`config.mk`:
```
export PLATFORM = sky130hd
export DESIGN_NAME = uart_rx_framed
export DESIGN_NICKNAME = d
export VERILOG_FILES = /design/src/rtl/uart_rx_framed.sv
export SDC_FILE = /design/constraint.sdc
export NUM_CORES = 1
export LEC_CHECK = 0
export CAP_MARGIN = 20
export CORE_UTILIZATION = 40
export DETAILED_ROUTE_END_ITERATION = 6
export DONT_BUFFER_PORTS = 1
export MAX_ROUTING_LAYER = met4
export PLACE_DENSITY_LB_ADDON = 0.3
export REMOVE_ABC_BUFFERS = 1
export SKIP_CTS_REPAIR_TIMING = 1
export SYNTH_ARGS = -nofsm -noshare
export SYNTH_HDL_FRONTEND = slang
export SYNTH_SLANG_ARGS = --single-unit
```
`constraint.sdc`:
```
create_clock -name clk -period 2.1 [get_ports clk]
set_clock_uncertainty 0.05 [all_clocks]
set_input_delay 0.21 -clock clk [delete_from_list [all_inputs] [get_ports clk]]
set_output_delay 0.21 -clock clk [all_outputs]
set_load 0.05 [all_outputs]
```
`src/rtl/uart_rx_framed.sv`:
```
// uart_rx_framed: parametrised UART receiver (data width, parity, stop bits) with per-word parity/framing flags; define UART_RX_MAJORITY_EN for 2-of-3 majority sampling
module uart_rx_framed #(
  parameter int CLKS_PER_BIT = 217,
  parameter int DATA_BITS = 8,
  parameter int PARITY_MODE = 0,
  parameter int STOP_BITS = 1
) (
  input  logic                 clk,
  input  logic                 rst,
  input  logic                 uart_rxd,
  output logic                 data_valid,
  output logic [DATA_BITS-1:0] data,
  output logic                 parity_err,
  output logic                 frame_err,
  output logic                 busy
);
  localparam int CW = $clog2(CLKS_PER_BIT);
  localparam int IW = 4;
  localparam logic [CW-1:0] HALF = CW'((CLKS_PER_BIT - 1) / 2);
  localparam logic [CW-1:0] LAST = CW'(CLKS_PER_BIT - 1);
  localparam logic [IW-1:0] DLAST = IW'(DATA_BITS - 1);
  localparam logic [IW-1:0] SLAST = IW'(STOP_BITS - 1);
  typedef enum logic [2:0] {IDLE, START, DATA, PARITY, STOP, DONE} state_t;
  state_t state_q, state_d;
  logic [1:0] sync_q, sync_d;
  logic [CW-1:0] cnt_q, cnt_d;
  logic [IW-1:0] idx_q, idx_d;
  logic [DATA_BITS-1:0] shift_q, shift_d, data_q, data_d;
  logic perr_lat_q, perr_lat_d, ferr_lat_q, ferr_lat_d;
  logic parity_err_q, parity_err_d, frame_err_q, frame_err_d;
  logic data_valid_q, data_valid_d;
  logic rx_s, samp, sample_now, par_x;
  assign rx_s = sync_q[1];
  assign sync_d = {sync_q[0], uart_rxd};
`ifdef UART_RX_MAJORITY_EN
  logic [1:0] hist_q, hist_d;
  logic [2:0] win;
  assign hist_d = {hist_q[0], rx_s};
  assign win = {hist_q, rx_s};
  assign samp = (win[0] & win[1]) | (win[0] & win[2]) | (win[1] & win[2]);
  // history of the synchronised line for the majority vote
  always_ff @(posedge clk) begin
    if (rst) hist_q <= 2'b11;
    else hist_q <= hist_d;
  end
`else
  assign samp = rx_s;
`endif
  // state register and all datapath flops
  always_ff @(posedge clk) begin
    if (rst) begin
      state_q      <= IDLE;
      sync_q       <= 2'b11;
      cnt_q        <= '0;
      idx_q        <= '0;
      shift_q      <= '0;
      perr_lat_q   <= 1'b0;
      ferr_lat_q   <= 1'b0;
      data_q       <= '0;
      parity_err_q <= 1'b0;
      frame_err_q  <= 1'b0;
      data_valid_q <= 1'b0;
    end else begin
      state_q      <= state_d;
      sync_q       <= sync_d;
      cnt_q        <= cnt_d;
      idx_q        <= idx_d;
      shift_q      <= shift_d;
      perr_lat_q   <= perr_lat_d;
      ferr_lat_q   <= ferr_lat_d;
      data_q       <= data_d;
      parity_err_q <= parity_err_d;
      frame_err_q  <= frame_err_d;
      data_valid_q <= data_valid_d;
    end
  end
  // next-state, bit-period counter and bit index
  always_comb begin
    state_d = state_q;
    cnt_d = cnt_q + CW'(1);
    idx_d = idx_q;
    case (state_q)
      IDLE: begin
        cnt_d = '0;
        idx_d = '0;
        state_d = rx_s ? IDLE : START;
      end
      START: if (cnt_q == HALF) begin
        cnt_d = '0;
        idx_d = '0;
        state_d = samp ? IDLE : DATA;
      end
      DATA: if (cnt_q == LAST) begin
        cnt_d = '0;
        idx_d = (idx_q == DLAST) ? '0 : idx_q + IW'(1);
        state_d = (idx_q != DLAST) ? DATA : (PARITY_MODE != 0) ? PARITY : STOP;
      end
      PARITY: if (cnt_q == LAST) begin
        cnt_d = '0;
        state_d = STOP;
      end
      STOP: if (cnt_q == LAST) begin
        cnt_d = '0;
        idx_d = (idx_q == SLAST) ? '0 : idx_q + IW'(1);
        state_d = (idx_q == SLAST) ? DONE : STOP;
      end
      DONE: begin
        cnt_d = '0;
        state_d = IDLE;
      end
      default: state_d = IDLE;
    endcase
  end
  // shift register, error latches and output registers loaded in DONE
  always_comb begin
    sample_now = cnt_q == LAST;
    par_x = ^shift_q ^ samp;
    shift_d = (state_q == DATA && sample_now) ? {samp, shift_q[DATA_BITS-1:1]} : shift_q;
    perr_lat_d = (state_q == IDLE) ? 1'b0 : (state_q == PARITY && sample_now) ? ((PARITY_MODE == 1) ? ~par_x : par_x) : perr_lat_q;
    ferr_lat_d = (state_q == IDLE) ? 1'b0 : (state_q == STOP && sample_now && !samp) ? 1'b1 : ferr_lat_q;
    data_d = (state_q == DONE) ? shift_q : data_q;
    parity_err_d = (state_q == DONE) ? perr_lat_q : parity_err_q;
    frame_err_d = (state_q == DONE) ? ferr_lat_q : frame_err_q;
    data_valid_d = state_q == DONE;
  end
  assign busy = state_q != IDLE;
  assign data_valid = data_valid_q;
  assign data = data_q;
  assign parity_err = parity_err_q;
  assign frame_err = frame_err_q;
endmodule

```
# ---- Word-level counts from Yosys, hierarchy flattened
# Index checks and enable logic that the tools add are counted.
dict set report word_totals {
  reg_bits 38
  in_bits 3
  output_inout_bits 12
  wordCells 60
}
dict set report op_classes {
  add_sub_neg 2
  n_eq_ne 13
  muxes 18
  bitwise_logic 1
  n_reduce_logical 15
}
# cell n
set op_table {}
lappend op_table {{case mux 8 bit (3 select lines)} 1}
lappend op_table {{2-to-1 mux 4 bit} 5}
lappend op_table {{2-to-1 mux 8 bit} 2}
lappend op_table {{case mux 4 bit (4 select lines)} 1}
lappend op_table {{2-to-1 mux 3 bit} 5}
lappend op_table {{case mux 3 bit (5 select lines)} 1}
lappend op_table {{adder 8 x 1 -> 8 bit (second input constant)} 1}
lappend op_table {{== test 8 x 7 -> 1 bit (second input constant)} 1}
lappend op_table {{== test 8 bit (second input constant)} 1}
lappend op_table {{inequality test 2 bit (second input constant)} 4}
lappend op_table {{AND reduction 4 bit} 2}
lappend op_table {{parity 8 bit} 1}
lappend op_table {{== test 3 x 2 -> 1 bit (second input constant)} 2}
lappend op_table {{== test 3 bit (second input constant)} 2}
lappend op_table {{adder 4 x 1 -> 4 bit (second input constant)} 1}
lappend op_table {{== test 4 x 3 -> 1 bit (second input constant)} 1}
lappend op_table {{logical AND 1 bit} 4}
lappend op_table {{logical NOT 4 bit} 1}
lappend op_table {{inequality test 4 x 3 -> 1 bit (second input constant)} 1}
lappend op_table {{nonzero test 4 bit} 1}
lappend op_table {{OR reduction 2 bit} 2}
lappend op_table {{== test 3 x 1 -> 1 bit (second input constant)} 1}
lappend op_table {{logical NOT 3 bit} 1}
lappend op_table {{nonzero test 3 bit} 1}
lappend op_table {{5 further kinds} 6}

# ---- Depth between registers and ports, before layout
# Gate-level depths: netlist of the first run.
dict set report depth {
  ltp_word 4
  depth_mapped 6
  depth_no_buf 6
}

# ---- Worst setup path after synthesis of the first run
# No wires, ideal clock.
dict set report synth_path {
  path_kind {flip-flop to flip-flop}
  from {reg cnt_q[0]}
  to {reg shift_q[0]}
  setup_time_ps 128
  arrival_time_ps 1544
  required_ps 1922
  path_slack_ps 379
  stages_incl_launch_ff 7
  n_path_buf 0
  period_less_slack_ps 1721
  cell_sequence {dfxtp_1 inv_1 ha_1 nand4b_2 nor4_4 mux2i_1 nor2_1}
}
dict set report synth_via {
  elab_chain_len 2
}
# element line_no
set synth_rtl {}
lappend synth_rtl {{start: declaration} 26} ;# logic [CW-1:0] cnt_q, cnt_d;
lappend synth_rtl {{start signal: assignment} 66} ;# cnt_q <= cnt_d;
lappend synth_rtl {{== test 8 bit} 116} ;# sample_now = cnt_q == LAST;
lappend synth_rtl {{logical AND 1 bit} 118} ;# shift_d = (state_q == DATA && sample_now) ? {samp, shift_q[DATA_BITS-1:1]} : shift_q;
lappend synth_rtl {{end signal: assignment} 68} ;# shift_q <= shift_d;
lappend synth_rtl {{end: declaration} 28} ;# logic [DATA_BITS-1:0] shift_q, shift_d, data_q, data_d;
# Every way passes these cells.
# A chain may end at the register's enable or synchronous reset.

# ---- Final worst setup path of the first run
dict set report layout_path {
  from {reg cnt_q[0]}
  to {reg cnt_q[0]}
}
dict set report layout_via {
  elab_chain_len 3
  word_cells_on_any_way 6
  classes_between {add/sub: 1; eq/ne: 2; mux: 3}
}
# element line_no
set layout_rtl {}
lappend layout_rtl {{adder 8 x 1 -> 8 bit, or another cell as far along} 80} ;# cnt_d = cnt_q + CW'(1);
lappend layout_rtl {{2-to-1 mux 8 bit, on equally long branches} n/a}
lappend layout_rtl {{case mux 8 bit (3 select lines) *} 82} ;# case (state_q)
# Mark *: on every way between the ends. The rest lies on a longest branch, timed or not.

==> summary.md, run 1 <==
| Metric | Value |
|---|---|
| Fin crit share | 87.60% |
| Gr usage total | 15.89% |
| Placer Congestion | between 0.8 and 0.9 |
| Startpoint types | flop |
| Design Area, Final | slightly above 2000 sq um |
| Drc violations | 0 |
| Final core utilization | a little under half |
| CP Class | flop to flop |
| Nets | ~210 |
| Yosys reg bits | 38 |
| DRT iter0 DRCs | 116 |
| Pwr dens | approximately 750 nW/um^2 |
| Ys Warns | 0 |
| # Max-Cap Violations | 0 |
| Critical Path AT | 2.00 ns |
| Worst setup EP type | flop |
| Antenna violations before repair | 0 |
| Top FF cell, synth | dfxtp_1 |
| Remaining antenna violation count | 0 |
| Slew HR | between 60% and 70% |
| Unrepaired setup endpoints after global routing | no |
| Starting Density | a little over two fifths |
| Tot Pwr | around 1.5 mW |
| LEAKAGE | 0.8000 nW |
| Top Ports | 15 |
| Root buffer cell | clkbuf_8 |
| Longest Clk Path Bufs | 2 |
| Critical Path Max Stage Delay | approximately 0.43 ns |
| Routed WL per cell | 14.20 um |
| Cell with the most instances after synthesis | dfxtp_1 |
| Core ar. | roughly 4400 sq um |
| Detailed Place HPWL | about 2400 um |
| Max Freq | approximately 540 MHz |
| CTS tree | yes |
| WP data required | 2.26 ns |
| Cell Chain, Critical Path | inv_1 > ha_1 > and4b_2 > a211oi_2 > a21oi_1 > buf_4 > a211oi_1 |
| Final setup vio count | 0 |
| Post-synth top cells | dfxtp_1, nor2_1, mux2i_1, inv_1, a21oi_1 |
| Via count | 1382 |
| Share of cells above drive strength 1 | approximately an eighth |
| Setup TNS | 0 ns |
| Slew @ Worst Pin | roughly 0.52 ns |
| Dominant cells by area after synthesis | dfxtp_1, mux2i_1, nor2_1 |
| CTS sink count | 38 |
| Post-Route WL | between 3000 and 4000 um |
| Worst hold path class | input port to flop |
| Slew Limit Fails | 0 |
| Post-synth EDFFs | 0 |
| Vias in the first global route | 1298 |
| Reg clk slew, reported paths | 0.08 ns |
| CP Depth | 7 |
| DR pass1 iterations | 4 |
| Global-route wire length before repair | 6044 um |
| Mapped Cells | ~200 |
| TritonCTS Buffers | 5 |
| Final WS setup | ~0.26 ns |
| Mean Syn Cell Area | roughly 9.4 sq um |
| Yosys top cell area share | 41.00% |
| Vias per cell | about 5.4 |
| Status | finished clean |
| Syn Std Cell Area | ~1900 sq um |
| Largest net degree at the start of global routing | 41 |
| P&R area growth vs syn | 10.11% |
| Diode count | 0 |
| Post-layout minimum cycle time | about 1.8 ns |
| CP max FO | 8 |
| Seq/Total Area, Yosys | between 40% and 50% |
| Die area | around 5000 sq um |
| Synth area leader | dfxtp_1 |
| H-tree depth | 2 |
| Register-to-Register Path Depth | 7 |
| Clk_lat worst skew | 0.29 ns |
| VDD IR max | 313.6 uV |
| Dpl ws | slightly below 0.3 ns |
| Post-synthesis async set-or-reset flop share | 0% |
| Die Ht | ~70 um |
| Synth unique cells | 46 |
| WP buf/inv | 2 |
| CP delay by family, top | compound AO/OA/AOI/OAI gates |
| Port Buffer Count | 0 |
| Overflow after GRT | 0 |
| Cells on Worst Hold Path | 2 |
| Area of placed instances | 1907 sq um |
| Std cell rows | 24 |
| Chip width | around 70 um |
| Crit-path slowest cell | dfxtp_1 |
| Fin. Hold Viols | 0 |
-- cell families after synthesis --
group                      Yosys count  share of synthesized area, %
and+or+nand+nor                     72                         22.93
DFF                                 38                         41.00
AOI/OAI and AO/OA                   34                         12.88
buffers and inverters               19                         4.383
muxes                               18                         9.710
xor gates and xnor gates            12                         6.406
adders and majority gates            4                         2.697
-- registers in the layout, summed over array words and instances, names as in the netlist --
signal	cells
data_valid	1
ferr_lat_q	1
data	8
cnt_q	8
state_q	3
parity_err	1
shift_q	8
perr_lat_q	1
frame_err	1
idx_q	4
sync_q	2
-- worst register-to-register path, cell delays in order (launching register included) --
cell,delay (ns)
dfxtp_1,0.43
inv_1,0.07
ha_1,0.23
and4b_2,0.26
a211oi_2,0.27
a21oi_1,0.07
buf_4,0.18
a211oi_1,0.20
-- power breakdown --
group          total [mW]  switching, mW  internal [mW]
Clock               0.613          0.257          0.356
Combinational       0.174          0.109         0.0644
Sequential          0.756         0.0239          0.732
-- metrics by stage --
stage | hold WS, ns | instances
detailed placement | 0.2364 | 244
floorplan | 0.2291 | 188
CTS | -0.07678 | 252
global placement | 0.2350 | 244
global route | 0.07531 | 254
finish | 0.06443 | 254
-- worst paths after layout --
path,endpoint,from,slack [ns]
setup reg to reg,cnt_q[0],cnt_q[0],0.26
setup / recovery,cnt_q[0],cnt_q[0],0.26
hold reg to reg,sync_q[1],sync_q[0],0.37
hold / removal,idx_q[2],rst,0.06
-- layer usage --
layer  part of all wire (%)  vias up  wire length, um  track usage (%)
li1                       -      719                -                -
met1                     51      633             1838            21.13
met2                     44       26             1587            23.08
met3                    3.9        4              142            4.618
met4                    1.1        0               38            5.333
met5                      0        -                0                -
-- layout by cell type, fill, tap and decap left out, types with 3 or more instances in the layout --
cell type / n
ha_1: 4
buf_4: 4
o211ai_1: 3
dfxtp_1: 38
nand2_1: 7
nand2b_1: 4
nand3_1: 5
xor2_1: 6
inv_1: 10
a211oi_1: 8
mux2i_1: 18
xnor2_1: 5
nor3_1: 4
clkbuf_8: 5
a21oi_1: 9
nor2_1: 26
or2_2: 4
o32ai_1: 3
nand4_1: 4
-- final cells by class --
type                    instances  area, sq um
flip-flops and latches         38        760.7
inverters                      10        37.54
repair buffers                  6        60.06
well taps                      52        65.06
clock inverters                 1        30.03
multi-input cells             140         1013
fillers                       428         2371
clock buffers                   7        76.32
No activity file was read; power rests on OpenSTA's default activity.
==> run 2: changes to the inputs <==
--- a/config.mk
+++ b/config.mk
@@ -5,6 +5,7 @@
 export SDC_FILE = /design/constraint.sdc
 export NUM_CORES = 1
 export LEC_CHECK = 0
+export ABC_AREA = 1
 export CAP_MARGIN = 20
 export CORE_UTILIZATION = 40
 export DETAILED_ROUTE_END_ITERATION = 6
==> constraint.sdc (replaced) <==
create_clock -name clk -period 1.83 [get_ports clk]
set_clock_uncertainty 0.05 [all_clocks]
set_input_delay 0.183 -clock clk [delete_from_list [all_inputs] [get_ports clk]]
set_output_delay 0.183 -clock clk [all_outputs]
set_load 0.05 [all_outputs]
==> run 2 against run 1 <==
The flow now finishes with violations (DRC, hold timing). Synthesized cell count is 43% higher. Critical path depth is 2 higher. First-iteration DRC count down 45%. Sequential share of layout area fell by 0.87 points. Routed wire length shrank 3.1%. Global-route usage grew 0.062 points. Final cell count grew 34%. Clock power down 2%. Via count rose by 17%. Fmax increased by 17%. Register-to-register slack is essentially flat. Combinational power rose to 4.4 times the previous value. Critical endpoint is now shift_q[5]. Highest routed layer unchanged.
==> summary.md, run 2 <==
| Metric | Value |
|---|---|
| Worst hold path class | input port to flop (unchanged) |
| Leading cell type in the layout, fill and taps excluded | nand2_1 (was dfxtp_1) |
| Chip width | 71.29 um (was 70.11 um) |
| Largest net degree at the start of global routing | 22 (was 41) |
| Max Freq | 635.0 MHz (was 543.6 MHz) |
| Pwr dens | 1130 nW/um^2 (was 754.9 nW/um^2) |
| Vias per cell | 4.736 (was 5.441) |
| Comb pwr share | 32.3% (was 11.3%) |
| Share of cells above drive strength 1 | 10.73% (was 11.88%) |
| Starting Density | 42.93% (was 42.04%) |
| Commonest cells after routing, fill and taps aside | nand2_1, inv_1, dfxtp_1 (was dfxtp_1, nor2_1, mux2i_1) |
| Non-Filler Instances | 341 (was 254) |
| # Max-Cap Violations | 0 (unchanged) |
| Overflow after GRT | 0 (unchanged) |
| Cell with the most instances after synthesis | nand2_1 (was dfxtp_1) |
| LEAKAGE | 0.9340 nW (was 0.8000 nW) |
| Status | finished, violations left (was finished clean) |
| Global-route wire length before repair | 6182 um (was 6044 um) |
| Clock group share of total power | 25.3% (was 39.7%) |
| Post-layout minimum cycle time | 1.575 ns (was 1.840 ns) |
| Ys Warns | 0 (unchanged) |
| Std cell rows | 24 (unchanged) |
| Slew Limit Fails | 0 (unchanged) |
| Cell Chain, Critical Path | inv_1 > ha_1 > inv_1 > nor2_4 > nand3_4 > clkinv_2 > nand2_2 > o21ai_0 > a21oi_1 (was inv_1 > ha_1 > and4b_2 > a211oi_2 > a21oi_1 > buf_4 > a211oi_1) |
| Final core utilization | 46.76% (was 46.29%) |
| Worst setup EP type | flop (unchanged) |
| Post-synth top cells | nand2_1, inv_1, dfxtp_1, nor2_1, nand3_1 (was dfxtp_1, nor2_1, mux2i_1, inv_1, a21oi_1) |
| CP delay by family, top | simple AND/OR/NAND/NOR gates (was compound AO/OA/AOI/OAI gates) |
| Mapped Cells | 282 (was 197) |
| Post-Route WL | 3496 um (was 3606 um) |
| Diode count | 0 (unchanged) |
| DR pass1 iterations | 6 (was 4) |
| Synth unique cells | 30 (was 46) |
| Gr usage total | 15.96% (was 15.89%) |
| Fin crit share | 86.06% (was 87.60%) |
| Detailed Place HPWL | 2520 um (was 2358 um) |
| Port Buffer Count | 0 (unchanged) |
| Design Area, Final | 2092 sq um (was 2043 sq um) |
| Startpoint types | flop (unchanged) |
| Final setup vio count | 0 (unchanged) |
| CP Class | flop to flop (unchanged) |
| Top Ports | 15 (unchanged) |
| Pint | 1.450 mW (was 1.152 mW) |
| Remaining antenna violation count | 0 (unchanged) |
| Dominant cells by area after synthesis | dfxtp_1, nand2_1, inv_1 (was dfxtp_1, mux2i_1, nor2_1) |
| Post-synthesis async set-or-reset flop share | 0% (unchanged) |
| Area of placed instances | 1971 sq um (was 1907 sq um) |
| Drc violations | 2 (was 0) |
| Mean Syn Cell Area | 6.811 sq um (was 9.419 sq um) |
| Yosys reg bits | 38 (unchanged) |
| CP max FO | 14 (was 8) |
| Vias in the first global route | 1416 (was 1298) |
| Placer Congestion | 0.8653 (was 0.8451) |
| Root buffer cell | clkbuf_8 (unchanged) |
| Nets | 295 (was 208) |
| Via count | 1615 (was 1382) |
| Violated checks | DRC, hold timing |
| H-tree depth | 2 (unchanged) |
| Slew HR | 66.23% (was 65.29%) |
| Setup TNS | 0 ns (unchanged) |
| Worst hold slack | -0.001600 ns (was 0.06443 ns) |
| TritonCTS Buffers | 5 (unchanged) |
| Synth area leader | dfxtp_1 (unchanged) |
| Post-synth EDFFs | 0 (unchanged) |
| Sw power | 0.9135 mW (was 0.3907 mW) |
| Post-Place Cells | 330 (was 244) |
| Unrepaired setup endpoints after global routing | no (unchanged) |
| DRT iter0 DRCs | 64 (was 116) |
| Slew @ Worst Pin | 0.5059 ns (was 0.5199 ns) |
| Crit-path slowest cell | dfxtp_1 (unchanged) |
| Fin. Hold Viols | 1 (was 0) |
| Seq/Total Area, Yosys | 39.61% (was 41.00%) |
| WP data required | 2.00 ns (was 2.26 ns) |
| Clk_lat worst skew | 0.29 ns (about the same) |
| Critical Path AT | 1.74 ns (was 2.00 ns) |
| WP buf/inv | 3 (was 2) |
| CTS tree | yes (unchanged) |
| Dpl ws | 0.2644 ns (was 0.2937 ns) |
| Routed WL per cell | 10.25 um (was 14.20 um) |
| Sw frac | 38.65% (was 25.33%) |
| Core ar. | 4474 sq um (was 4414 sq um) |
| Syn Std Cell Area | 1921 sq um (was 1856 sq um) |
| Yosys top cell area share | 39.61% (was 41.00%) |
| Longest Clk Path Bufs | 2 (unchanged) |
| Top FF cell, synth | dfxtp_1 (unchanged) |
| Die area | 5082 sq um (was 4915 sq um) |
| Reg clk slew, reported paths | 0.07 ns (was 0.08 ns) |
| Antenna violations before repair | 0 (unchanged) |
| P&R area growth vs syn | 8.925% (was 10.11%) |
| CTS sink count | 38 (unchanged) |
| Seq pwr share | 42.4% (was 49.0%) |
| Most used cell, CP | inv_1 |
| VDD IR max | 377.2 uV (was 313.6 uV) |
| Die Ht | 71.29 um (was 70.11 um) |
| Final WS setup | 0.2551 ns (was 0.2605 ns) |
| Critical Path Max Stage Delay | 0.35 ns (was 0.43 ns) |
==> run 2: power by group through the flow <==
| stage | clock network (mW) | logic [mW] | registers (mW) |
|---|---|---|---|
| 2_1_floorplan | 0 | 0.619 | 1.01 |
| 3_3_place_gp | 0 | 0.756 | 1.02 |
| 3_5_place_dp | 0 | 0.759 | 1.02 |
| 4_1_cts | 0.619 | 0.761 | 1.00 |
| 5_1_grt | 0.655 | 0.890 | 1.01 |
| 6_report | 0.598 | 0.764 | 1.00 |
==> run 2: cell families (layout without fill, tap and decap cells) <==
family          after synthesis  count (layout)  synth area share (%)
compound gates               48              48                 13.55
xor+xnor                      3               3                 1.368
fa+ha+maj                     4               4                 2.606
simple gates                133             133                 31.27
flops                        38              38                 39.61
buf+inv                      56              63                 11.60
==> run 2: path summary, 6_finish.rpt <==
check | startpoint | to | slack, ns | cells after the start
setup / recovery | cnt_q[0] | shift_q[5] | 0.26 | 9
hold reg to reg | sync_q[0] | sync_q[1] | 0.36 | 1
setup reg to reg | cnt_q[0] | shift_q[5] | 0.26 | 9
hold / removal | rst | cnt_q[3] | -0.002 | 3
==> run 2: worst min-delay path: cells and delay by family <==
kind                   cells  cell delay, ns
AND/OR/NAND/NOR            2            0.07
buffers and inverters      1            0.04
==> run 2: through the flow <==
| stage | power [mW] | hold slack [ns] |
|---|---|---|
| 5_1_grt | 2.560 | 0.0007910 |
| 2_1_floorplan | 1.628 | 0.2021 |
| 6_report | 2.364 | -0.001600 |
| 4_1_cts | 2.382 | -0.1136 |
| 3_3_place_gp | 1.781 | 0.2050 |
| 3_5_place_dp | 1.780 | 0.2066 |
==> run 2: area by class of cell <==
type	count	area [sq um]
Clock buffer	7	86.33
Clock inverter	1	5.005
Fill cell	449	2382
Inverter	49	185.2
Multi-Input combinational cell	188	937.1
Sequential cell	38	760.7
Tap cell	52	65.06
Timing Repair Buffer	6	52.55
==> run 2: layer usage <==
layer  GRT usage [%]  up-vias  part of all wire, %
li1                -      892                    -
met4           5.333        0                  1.5
met3           4.360        5                  4.3
met1           18.69      690                   49
met2           26.46       28                   45
met5               -        -                    0
